File: src/rtl/bin_act_packer.sv
// ---------------------------------------------------------------------------
// bin_act_packer
//
// Sign-activation and bit-packing stage at the output of the binary MAC
// datapath. Per-chunk popcounts are accumulated per neuron; on the neuron's
// last chunk the saturated total is compared against the neuron threshold to
// produce one activation bit. Bits are packed LSB-first into IN_WIDTH-bit
// words that are handed downstream over a valid/ready handshake as operands
// for the next layer.
//
// Parameters
//   OUTPUT_WIDTH  width of the incoming popcount
//   ACC_WIDTH     per-neuron accumulator and threshold width
//   IN_WIDTH      packed output word width (one bit per neuron)
//
// Ports
//   clk             clock, rising edge
//   rst_n           asynchronous active-low reset
//   pack_cnt_in     unsigned popcount of one chunk
//   pack_cnt_valid  pack_cnt_in / pack_cnt_last / pack_thresh valid
//   pack_cnt_last   beat is the final chunk of the current neuron
//   pack_thresh     neuron threshold, used only on an accepted last beat
//   pack_cnt_ready  beat (and flush) accepted when high
//   pack_flush      request to emit a partially filled word
//   pack_out        packed activations, bit i = i-th neuron of the word
//   pack_out_nbits  number of valid bits in pack_out
//   pack_out_valid  pack_out / pack_out_nbits valid
//   pack_out_ready  downstream accepts the word when valid && ready
// ---------------------------------------------------------------------------
module bin_act_packer #(
    parameter int OUTPUT_WIDTH = 16,
    parameter int ACC_WIDTH    = 24,
    parameter int IN_WIDTH     = 32
) (
    input  logic                           clk,
    input  logic                           rst_n,
    input  logic [OUTPUT_WIDTH-1:0]        pack_cnt_in,
    input  logic                           pack_cnt_valid,
    input  logic                           pack_cnt_last,
    input  logic [ACC_WIDTH-1:0]           pack_thresh,
    output logic                           pack_cnt_ready,
    input  logic                           pack_flush,
    output logic [IN_WIDTH-1:0]            pack_out,
    output logic [$clog2(IN_WIDTH+1)-1:0]  pack_out_nbits,
    output logic                           pack_out_valid,
    input  logic                           pack_out_ready
);

    localparam int NB_W  = $clog2(IN_WIDTH + 1);
    localparam int SUM_W = ACC_WIDTH + 1;

    localparam logic [NB_W-1:0] LAST_IDX = NB_W'(IN_WIDTH - 1);
    localparam logic [NB_W-1:0] FULL_N   = NB_W'(IN_WIDTH);

    // Output register state machine
    localparam logic [0:0] ST_EMPTY = 1'b0;
    localparam logic [0:0] ST_FULL  = 1'b1;

    logic [0:0]            state;
    logic [ACC_WIDTH-1:0]  acc;
    logic [IN_WIDTH-1:0]   pack_reg;
    logic [NB_W-1:0]       bit_idx;

    logic                  accept;
    logic                  last_acc;
    logic [SUM_W-1:0]      sum_ext;
    logic [ACC_WIDTH-1:0]  sum_sat;
    logic                  act_bit;
    logic [IN_WIDTH-1:0]   pack_next;
    logic [NB_W-1:0]       idx_next;
    logic                  word_full;
    logic                  flush_go;
    logic                  emit;
    logic [IN_WIDTH-1:0]   emit_word;
    logic [NB_W-1:0]       emit_nbits;

    // ------------------------------------------------------------------
    // Handshake
    // ------------------------------------------------------------------
    // A single output register: upstream may only advance when that
    // register is free or is being drained in this same cycle.
    assign pack_out_valid = (state == ST_FULL);
    assign pack_cnt_ready = !pack_out_valid || pack_out_ready;

    assign accept   = pack_cnt_valid && pack_cnt_ready;
    assign last_acc = accept && pack_cnt_last;

    // ------------------------------------------------------------------
    // Saturating accumulate and threshold
    // ------------------------------------------------------------------
    // One extra bit catches the carry out; a set carry clamps to all-ones
    // so a large total can never wrap below the threshold.
    assign sum_ext = {1'b0, acc} + SUM_W'(pack_cnt_in);
    assign sum_sat = sum_ext[ACC_WIDTH] ? {ACC_WIDTH{1'b1}} : sum_ext[ACC_WIDTH-1:0];
    assign act_bit = (sum_sat >= pack_thresh);

    // ------------------------------------------------------------------
    // Pack next state and word emission
    // ------------------------------------------------------------------
    assign idx_next  = last_acc ? bit_idx + NB_W'(1) : bit_idx;
    assign word_full = last_acc && (bit_idx == LAST_IDX);

    // A flush only counts while upstream is allowed to move, and only if
    // there is at least one bit to emit (including a bit packed this cycle).
    assign flush_go = pack_flush && pack_cnt_ready && (idx_next != '0);

    // A flush that coincides with the word-completing beat still yields a
    // single full word, so word_full takes priority in the nbits choice.
    assign emit       = word_full || flush_go;
    assign emit_nbits = word_full ? FULL_N : idx_next;

    // NOTE: every signal driven in an always_comb gets a full default before
    // any conditional update, otherwise synthesis infers a latch.
    always_comb begin
        pack_next = pack_reg;
        emit_word = '0;
        for (int i = 0; i < IN_WIDTH; i++) begin
            if (last_acc && (bit_idx == NB_W'(i))) begin
                pack_next[i] = act_bit;
            end
            // Bits at and above the fill level are forced to zero.
            if (NB_W'(i) < emit_nbits) begin
                emit_word[i] = pack_next[i];
            end
        end
    end

    // ------------------------------------------------------------------
    // Accumulator
    // ------------------------------------------------------------------
    // NOTE: sequential state uses non-blocking assignments so every register
    // samples pre-edge values regardless of statement order.
    always_ff @(posedge clk or negedge rst_n) begin
        if (!rst_n) begin
            acc <= '0;
        end else if (accept) begin
            if (pack_cnt_last) begin
                acc <= '0;
            end else begin
                acc <= sum_sat;
            end
        end
    end

    // ------------------------------------------------------------------
    // Packing register
    // ------------------------------------------------------------------
    always_ff @(posedge clk or negedge rst_n) begin
        if (!rst_n) begin
            pack_reg <= '0;
            bit_idx  <= '0;
        end else if (emit) begin
            pack_reg <= '0;
            bit_idx  <= '0;
        end else if (last_acc) begin
            pack_reg <= pack_next;
            bit_idx  <= idx_next;
        end
    end

    // ------------------------------------------------------------------
    // Output register state machine
    // ------------------------------------------------------------------
    // emit can only be high while pack_cnt_ready is high, so loading a new
    // word never overwrites one that downstream has not taken yet. That also
    // keeps pack_out stable throughout a stall.
    always_ff @(posedge clk or negedge rst_n) begin
        if (!rst_n) begin
            state          <= ST_EMPTY;
            pack_out       <= '0;
            pack_out_nbits <= '0;
        end else begin
            case (state)
                ST_EMPTY: begin
                    if (emit) begin
                        state          <= ST_FULL;
                        pack_out       <= emit_word;
                        pack_out_nbits <= emit_nbits;
                    end
                end
                ST_FULL: begin
                    if (pack_out_ready) begin
                        if (emit) begin
                            // back-to-back: handshake and reload together
                            pack_out       <= emit_word;
                            pack_out_nbits <= emit_nbits;
                        end else begin
                            state <= ST_EMPTY;
                        end
                    end
                end
                default: state <= ST_EMPTY;
            endcase
        end
    end

endmodule

File: config.mk
export PLATFORM = sky130hd
export DESIGN_NAME = bin_act_packer
export DESIGN_NICKNAME = d
export VERILOG_FILES = /design/src/rtl/bin_act_packer.sv
export SDC_FILE = /design/constraint.sdc
export NUM_CORES = 1
export LEC_CHECK = 0
export BUFFER_PORTS_ARGS = -buffer_cell sky130_fd_sc_hd__buf_2
export CAP_MARGIN = 10
export CORE_MARGIN = 2
export CORE_UTILIZATION = 45
export CTS_CLUSTER_SIZE = 28
export DETAILED_ROUTE_END_ITERATION = 12
export GPL_ROUTABILITY_DRIVEN = 1
export GPL_TIMING_DRIVEN = 0
export PLACE_DENSITY_LB_ADDON = 0.3
export SKIP_LAST_GASP = 1
export SLEW_MARGIN = 10
export SYNTH_ARGS = -nofsm -noshare
export SYNTH_HDL_FRONTEND = slang
export SYNTH_SLANG_ARGS = --single-unit
File: constraint.sdc
create_clock -name clk -period 7.5 [get_ports clk]
set_input_delay 1.5 -clock clk [delete_from_list [all_inputs] [get_ports clk]]
set_output_delay 1.5 -clock clk [all_outputs]
set_load 0.03 [all_outputs]
==> metrics.txt <==
leakage=3.79 nW; status=completed; syn_nets=823; Synth area leader=dfrtp_1; ys async rst share=100%; crit path DAT=6760 ps; PnR worst setup slack=977 ps; RSZ-0062 raised after global routing=no; Worst Hold Class=register to register; R2R Setup Slk=1860 ps; Setup Skew=9.38 ps; CTS H-tree lvls=3; grt ovf=0; crit share post-route=87.0%; Critical Path End Type=register; Avg Cell Area, Syn=8.86 um2; vias in the first global route=5498; final number of setup-violating endpoints=0; synth-to-layout area growth=15.4%; peak supply drop=159 uV; Post-Syn Area=6490 um2; Max Slew Vio Count=0; Port Buffer Count=85; fin nets=920; Crit Path Max Fanout=10; layout cells sized above 1=16.5%; capture point of the worst reg-to-reg path=pack_out[30]; die footprint=15400 um2; placer's final routability congestion estimate=0.918; Core Area=14000 um2; CTS buffer count=9; Max Clk Rate=153 MHz; Max-Cap Viols=0; R2R depth=17; initial antenna violation count=1; placed cells=998; Reg clk slew, reported paths=60 ps; Die H=124 um; Syn Inst Count=732; Primary FF master, synth=dfrtp_1; top-area cell type share of the netlist area=39.0%; Routed Antenna Nets=0; Vias=5800; CTS tree=done; sequential fraction of the synthesis area=39.0%; first-pass GRT wire length=28100 um; Worst Tran Pin Value=1050 ps; Reg-to-Reg Start=acc[0]; pwr dens=290 nW/um2; Setup CP Type=input pin to register; # IOs=86; clock sink count=101; HPWL Detailed=13000 um; initial core utilization=46.4%; 1st-pass router iterations=5; Unique masters post-synth=70; DR iter-0 viols=622; count leader, synth=dfrtp_1; Vias/cell=5.71; Max transition margin=29.8%; Post-Layout Cell Count=1015; Crit. Startpoint=pack_cnt_in[0]; largest cells by area after synthesis=dfrtp_1 39%, ha_1 8.5%, nand2_1 5.6%, mux2i_1 4.8%, a21oi_1 4.2%; CTS-repair resized insts=0; post-route setup TNS=0 ps; crit path time final=6520 ps; Commonest cells post-synth=101 x dfrtp_1, 97 x nand2_1, 72 x nor2_1; Post-CTS Setup Inserts=0; Worst-Skew Late Latency=360 ps; Post-synth EDFFs=0; Hold Fails Final Rpt=0; Root Buffer=clkbuf_16; die width=124 um; critical path launch point type=input pin; largest net degree at the start of global routing=89; wire per inst=17.3 um; Bufs on Longest Clock Path=2; pre-CTS WS=676 ps; DRC errors left=0; hold buffer count at CTS=0; crit path to=pack_out[30]; DRT Wirelength=17600 um; Row Count=43; YS warnings=0; FF+latch count, synth=101; GRT Total Usage=23.9%; Worst Path Required=7740 ps
[worst max-delay path: stages]
cell and delay, ps:
buf_2 110, ha_1 230, fa_1 420, a21oi_1 260, o2111ai_1 330, a211oi_1 480
or3_1 230, clkbuf_1 420, nand2_1 160, ha_1 340, a21oi_1 70, o21ai_0 230
a2111oi_0 110, a211o_1 330, a21oi_1 440, clkbuf_1 510, mux2i_1 190, o41ai_1 400
[final cells by class]
cell class | instances | area (um2)
sequential | 101 | 2530
inverter | 35 | 131
clock buffer | 11 | 253
fill | 1340 | 6500
tap | 180 | 225
timing repair buffer | 86 | 459
antenna | 1 | 2.50
buffer | 37 | 171
clock inverter | 5 | 58.8
multi-input combinational | 559 | 3660
[cells by family (layout without fill, tap and decap cells)]
family | after synthesis | in the layout | synth area share (%)
muxes | 38 | 38 | 6.00
DFF | 101 | 101 | 39.0
other | 0 | 1 | 0
adders and majority gates | 45 | 45 | 8.79
buffers and inverters | 72 | 174 | 4.67
xor gates and xnor gates | 23 | 23 | 3.51
AOI/OAI and AO/OA | 178 | 178 | 18.6
and+or+nand+nor | 275 | 275 | 19.5
[cell usage in the layout, fill, tap and decap left out, types with 5 or more instances in the layout]
cell type  count
a211oi_1       5
a21oi_1       55
a22o_1        11
a31o_2         5
and2_1        13
and3_1        10
buf_2         89
buf_4          5
clkbuf_1      23
clkbuf_16      9
dfrtp_1      101
ha_1          44
inv_1         34
mux2_2         7
mux2i_1       31
nand2_1       97
nand2b_1       6
nand3_1       32
nor2_1        72
nor2b_1        8
nor3_1        12
nor4_1         6
o21a_1         5
o21ai_0       31
o31ai_1       19
or3_1          6
xnor2_1       13
xor2_1         8
[layer usage]
metal / track usage (%) / share of wire [%]
met1: 34.1 / 47
met2: 37.0 / 45
met3: 4.35 / 6.1
met4: 7.16 / 1.9
met5: 0 / 0
[where the power goes]
part / switching [mW] / internal, mW
clock network: 0.213 / 0.277
registers: 0.0436 / 0.605
logic: 0.660 / 0.371
total: 0.917 / 1.25
[worst min-delay path by stage]
stage                                  from                end  slack, ps  cells past startpoint
after global placement    pack_out_nbits[1]  pack_out_nbits[1]        460                      2
final                     pack_out_nbits[1]  pack_out_nbits[1]        470                      2
after detailed placement  pack_out_nbits[1]  pack_out_nbits[1]        450                      2
after CTS                 pack_out_nbits[1]  pack_out_nbits[1]        480                      2
after global routing      pack_out_nbits[1]  pack_out_nbits[1]        490                      2
after floorplan                pack_reg[31]       pack_reg[31]        440                      1
[through the flow]
stage / area (um2) / hold WS (ps) / total power [mW] / util, %
final: 7490 / 472 / 2.17 / 53.5
after detailed placement: 7170 / 454 / 1.67 / 51.3
after floorplan: 6490 / 445 / 1.40 / -
after CTS: 7480 / 476 / 2.17 / 53.5
after global placement: 7140 / 457 / 1.66 / 51.0
after global routing: 7490 / 490 / 2.32 / 53.5
Power figures use the tool's default switching activity.
